`src/rtl/mux4_sel_sequencer.sv`:
```
// Round-robin select sequencer for the downstream mux4_1 stage.
// Grants one requesting channel at a time and holds it for HOLD_CYCLES cycles.
module mux4_sel_sequencer #(
    parameter int unsigned HOLD_CYCLES = 4,
    parameter int unsigned CNT_W       = 3
) (
    input  logic       clk,
    input  logic       rst,
    input  logic       en,
    input  logic [3:0] req,
    output logic       s1,
    output logic       s0,
    output logic       valid,
    output logic [3:0] grant,
    output logic       ch_done
);

    localparam int unsigned CH_W = 2;
    localparam int unsigned NCH  = 4;

    typedef enum logic {
        IDLE,
        HOLD
    } state_t;

    state_t            state_q, state_d;
    logic [CNT_W-1:0]  cnt_q, cnt_d;
    logic [CH_W-1:0]   last_ch_q, last_ch_d;
    logic [CH_W-1:0]   sel_q, sel_d;
    logic              valid_q, valid_d;
    logic [NCH-1:0]    grant_q, grant_d;
    logic              ch_done_q, ch_done_d;

    logic [CH_W-1:0]   probe_ch;
    logic [CH_W-1:0]   win_ch;
    logic              win_found;
    logic              decide;
    logic              load;

    // Search upward from the channel after the last winner; the last winner is probed last.
    always_comb begin
        win_found = 1'b0;
        win_ch    = last_ch_q;
        probe_ch  = last_ch_q;
        for (int i = 1; i <= int'(NCH); i++) begin
            probe_ch = last_ch_q + CH_W'(i);
            if (!win_found && req[probe_ch]) begin
                win_found = 1'b1;
                win_ch    = probe_ch;
            end
        end
    end

    assign decide = en && win_found;

    // Next-state and registered-output computation.
    always_comb begin
        state_d   = state_q;
        cnt_d     = cnt_q;
        last_ch_d = last_ch_q;
        sel_d     = sel_q;
        valid_d   = valid_q;
        grant_d   = grant_q;
        load      = 1'b0;

        case (state_q)
            IDLE: begin
                valid_d = 1'b0;
                grant_d = '0;
                if (decide) begin
                    load = 1'b1;
                end
            end
            HOLD: begin
                if (cnt_q != '0) begin
                    cnt_d = cnt_q - CNT_W'(1);
                end else if (decide) begin
                    load = 1'b1;
                end else begin
                    state_d = IDLE;
                    valid_d = 1'b0;
                    grant_d = '0;
                end
            end
            default: begin
                state_d = IDLE;
                valid_d = 1'b0;
                grant_d = '0;
            end
        endcase

        if (load) begin
            state_d   = HOLD;
            sel_d     = win_ch;
            grant_d   = 4'b0001 << win_ch;
            valid_d   = 1'b1;
            last_ch_d = win_ch;
            cnt_d     = CNT_W'(HOLD_CYCLES - 1);
        end

        // Registered equivalent of valid && (counter == 0).
        ch_done_d = valid_d && (cnt_d == '0);
    end

    always_ff @(posedge clk) begin
        if (rst) begin
            state_q   <= IDLE;
            cnt_q     <= '0;
            last_ch_q <= CH_W'(NCH - 1);
            sel_q     <= '0;
            valid_q   <= 1'b0;
            grant_q   <= '0;
            ch_done_q <= 1'b0;
        end else begin
            state_q   <= state_d;
            cnt_q     <= cnt_d;
            last_ch_q <= last_ch_d;
            sel_q     <= sel_d;
            valid_q   <= valid_d;
            grant_q   <= grant_d;
            ch_done_q <= ch_done_d;
        end
    end

    assign s1      = sel_q[1];
    assign s0      = sel_q[0];
    assign valid   = valid_q;
    assign grant   = grant_q;
    assign ch_done = ch_done_q;

endmodule

```
`config.mk`:
```
export PLATFORM = sky130hd
export DESIGN_NAME = mux4_sel_sequencer
export DESIGN_NICKNAME = d
export VERILOG_FILES = /design/src/rtl/mux4_sel_sequencer.sv
export SDC_FILE = /design/constraint.sdc
export NUM_CORES = 1
export LEC_CHECK = 0
export CELL_PAD_IN_SITES_DETAIL_PLACEMENT = 2
export CELL_PAD_IN_SITES_GLOBAL_PLACEMENT = 2
export CORE_MARGIN = 5
export CORE_UTILIZATION = 28
export CTS_CLUSTER_DIAMETER = 80
export DETAILED_ROUTE_END_ITERATION = 6
export GPL_TIMING_DRIVEN = 0
export PLACE_DENSITY = 0.84
export SLEW_MARGIN = 20
export SYNTH_ARGS = -nofsm -noshare
export SYNTH_HDL_FRONTEND = slang
export SYNTH_SLANG_ARGS = --single-unit
```
`constraint.sdc`:
```
create_clock -name clk -period 1.6 [get_ports clk]
set_input_delay 0.32 -clock clk [delete_from_list [all_inputs] [get_ports clk]]
set_output_delay 0.32 -clock clk [all_outputs]
set_load 0.005 [all_outputs]
```
==> results.yml <==
clock_tree:
  tritoncts: "built"
  root_buffer: "clkbuf_4"
  cts_sinks: 14
  htreeDepth: 1
  insertion_delay_ps: 290
  cts-buffers-inserted: 3
  cts.clk_slew.worst_paths_ps: 90
  cts.path.max_buffers: 2
detailed_routing:
  route.antenna.remaining_nets: 0
  wl_um: 2219
  drtPass1Iterations: 4
  drc: 0
  drt-initial-drc-count: 9
  wl_per_cell_um: 17.20
  via_per_inst: 5.233
  vias: 675
synth:
  synth_fa_ha_area_share_pct: 3.759
  ys_seq_area_share_pct: 42.11
  ys_ff_latch: 14
  avgSynthCellArea_um2: 8.758
  synth_ff_type: "dfxtp_1"
  async_reset_ff_share_pct: 0
  synthCells: 76
  synth_top_family_by_area: "simple AND/OR/NAND/NOR gates"
  synth_cell_type_count: 28
  synth_warnings: 0
  synthMuxAreaShare_pct: 0
  synth-edff-count: 0
  yosys.area_share.simple_pct: 28.20
  synth_xor_area_share_pct: 0
  synth_area_um2: 665.6
  synth_compound_area_share_pct: 21.99
  synth_nets: 85
timing:
  setup_viol: 0
  relSlewSlack_pct: 70.77
  finalCritPeriodShare_pct: 98.20
  fin_skew_ps: 3.801
  tns_ps: 0
  tightest_slew_ps: 437.5
  fin_crit_ps: 1571
  fmax_mhz: 636.5
  drv_slew: 0
  hold_viol: 0
final_layout:
  n_antenna_cell: 0
  layout_common_cells: "dfxtp_1, clkdlybuf4s50_1, buf_4, inv_1"
  drive_above_1_share_pct: 26.73
  final_common_cell: "dfxtp_1"
  final_net_count: 112
  multiInputGateArea_um2: 415.4
  fin_util_pct: 43.70
  syn2layout_area_growth_pct: 46.62
  seq_area_um2: 281.5
  num-fill-cells: 259
worst_setup_path:
  cp_max_fo: 4
  critPathArrivalTime_ps: 1740
  crit_type: "in -> reg"
  r2r_cells: 6
  cp-end-kind: "flop"
  worst_setup_path_start_kind: "input pin"
  required_ps: 1770
die:
  initial_utilization_pct: 29.80
  rows: 17
  die_x_um: 58.76
  num_io_pins: 15
  die-area_um2: 3452
  die_h_um: 58.76
  core_area_um2: 2233
worst_hold_path:
  min_path_cells: 2
  hold_path_class: "reg -> reg"
placement:
  place.gp.congestion: 0.7802
  io_buffers: 14
  hpwl_um: 1369
power_and_ir_drop:
  pwr_density_cell_nw_per_um2: 871.9
  peakVddDrop_mv: 0.3548
  leakage_nw: 0.3861
flow_run:
  drv_cap: 0
global_route:
  use_met2_pct: 21.92
  use_met3_pct: 3.509
  grt_max_degree: 11
  track_usage_pct: 12.96
  overflow: 0
  antenna_found_initial: 0
  grt_pass1_vias: 707
  met1_usage_pct: 15.53
  grt_pass1_wl_um: 3332
  top_usage_layer: "met2"
run_status:
  status: "finished clean"
metal layers:
| metal | vias up | wire (um) |
|---|---|---|
| met4 | 0 | 31 |
| met1 | 332 | 1031 |
| li1 | 327 | - |
| met5 | - | 0 |
| met3 | 3 | 72 |
| met2 | 13 | 1084 |
state kept, by name (all words and copies together) (netlist names):
signal	count
cnt_q	3
valid	1
last_ch_q	2
state_q	1
grant	4
sel_q	2
ch_done	1
kinds of logic after synthesis:
| family | after synthesis |
|---|---|
| flip-flops | 14 |
| AND/OR/NAND/NOR | 34 |
| AO/OA/AOI/OAI | 19 |
| buffers and inverters | 7 |
| adder cells (fa/ha/maj) | 2 |
path summary, 6_finish.rpt:
kind / from / endpoint / slack, ps
max: req[0] / cnt_q[0] / 30
min reg2reg: sel_q[1] / sel_q[1] / 470
min: sel_q[1] / sel_q[1] / 470
max reg2reg: cnt_q[0] / grant[3] / 50
synthesized netlist by cell type (all sizes together) (2+ instances only):
cell / count / share of area [%]
nand2b: 3 / 2.8
nor2: 6 / 4.1
nand2: 3 / 1.7
o41ai: 2 / 2.6
a32o: 2 / 3.0
a211oi: 2 / 2.3
or2: 2 / 1.9
o21ai: 3 / 3.9
dfxtp: 14 / 42
nor3: 7 / 5.3
ha: 2 / 3.8
inv: 6 / 3.4
nor2b: 5 / 4.7
a21oi: 7 / 5.8
nand3: 3 / 2.3
report_power, final:
part           switching [mW]  internal, mW  total, mW  leakage [nW]
combinational           0.127         0.117      0.244         0.257
clock                   0.124        0.0877      0.211        0.0138
sequential             0.0206         0.375      0.396         0.115
per-stage QoR:
| step | setup WS [ps] | cells | power, mW | cell area [um^2] | hold WS, ps |
|---|---|---|---|---|---|
| 6_report | 28.82 | 129 | 0.8509 | 975.9 | 470.8 |
| 5_1_grt | -33.65 | 129 | 0.9041 | 975.9 | 510.3 |
| 4_1_cts | -8.507 | 126 | 0.8217 | 919.6 | 481.1 |
| 3_5_place_dp | -394.2 | 118 | 0.5892 | 840.8 | 464.3 |
| 3_3_place_gp | -371.8 | 118 | 0.5789 | 840.8 | 448.4 |
| 2_1_floorplan | 207.0 | 76 | 0.5106 | 665.6 | 452.7 |
worst max-delay path: stages:
cell	delay, ps
clkdlybuf4s50_1	470
o41a_1	490
buf_4	190
nor3_2	200
a211oi_2	70
final cells by class:
cell class / instances / area share, %
multi-input cells: 56 / 42.56
flip-flops and latches: 14 / 28.85
repair buffers: 21 / 19.87
well taps: 28 / 3.590
clock buffers: 3 / 2.308
inverters: 6 / 2.308
plain buffers: 1 / 0.5128
what timing repair did:
action                     in CTS  in global routing
setup endpoints to repair       9                  9
resized for setup               5                 10
gates cloned                    1                  0
pin swaps                       2                  3
buffers inserted                4                  3
hold buffers                    0                  0
Note: power is estimated with default switching activity, not from simulation.
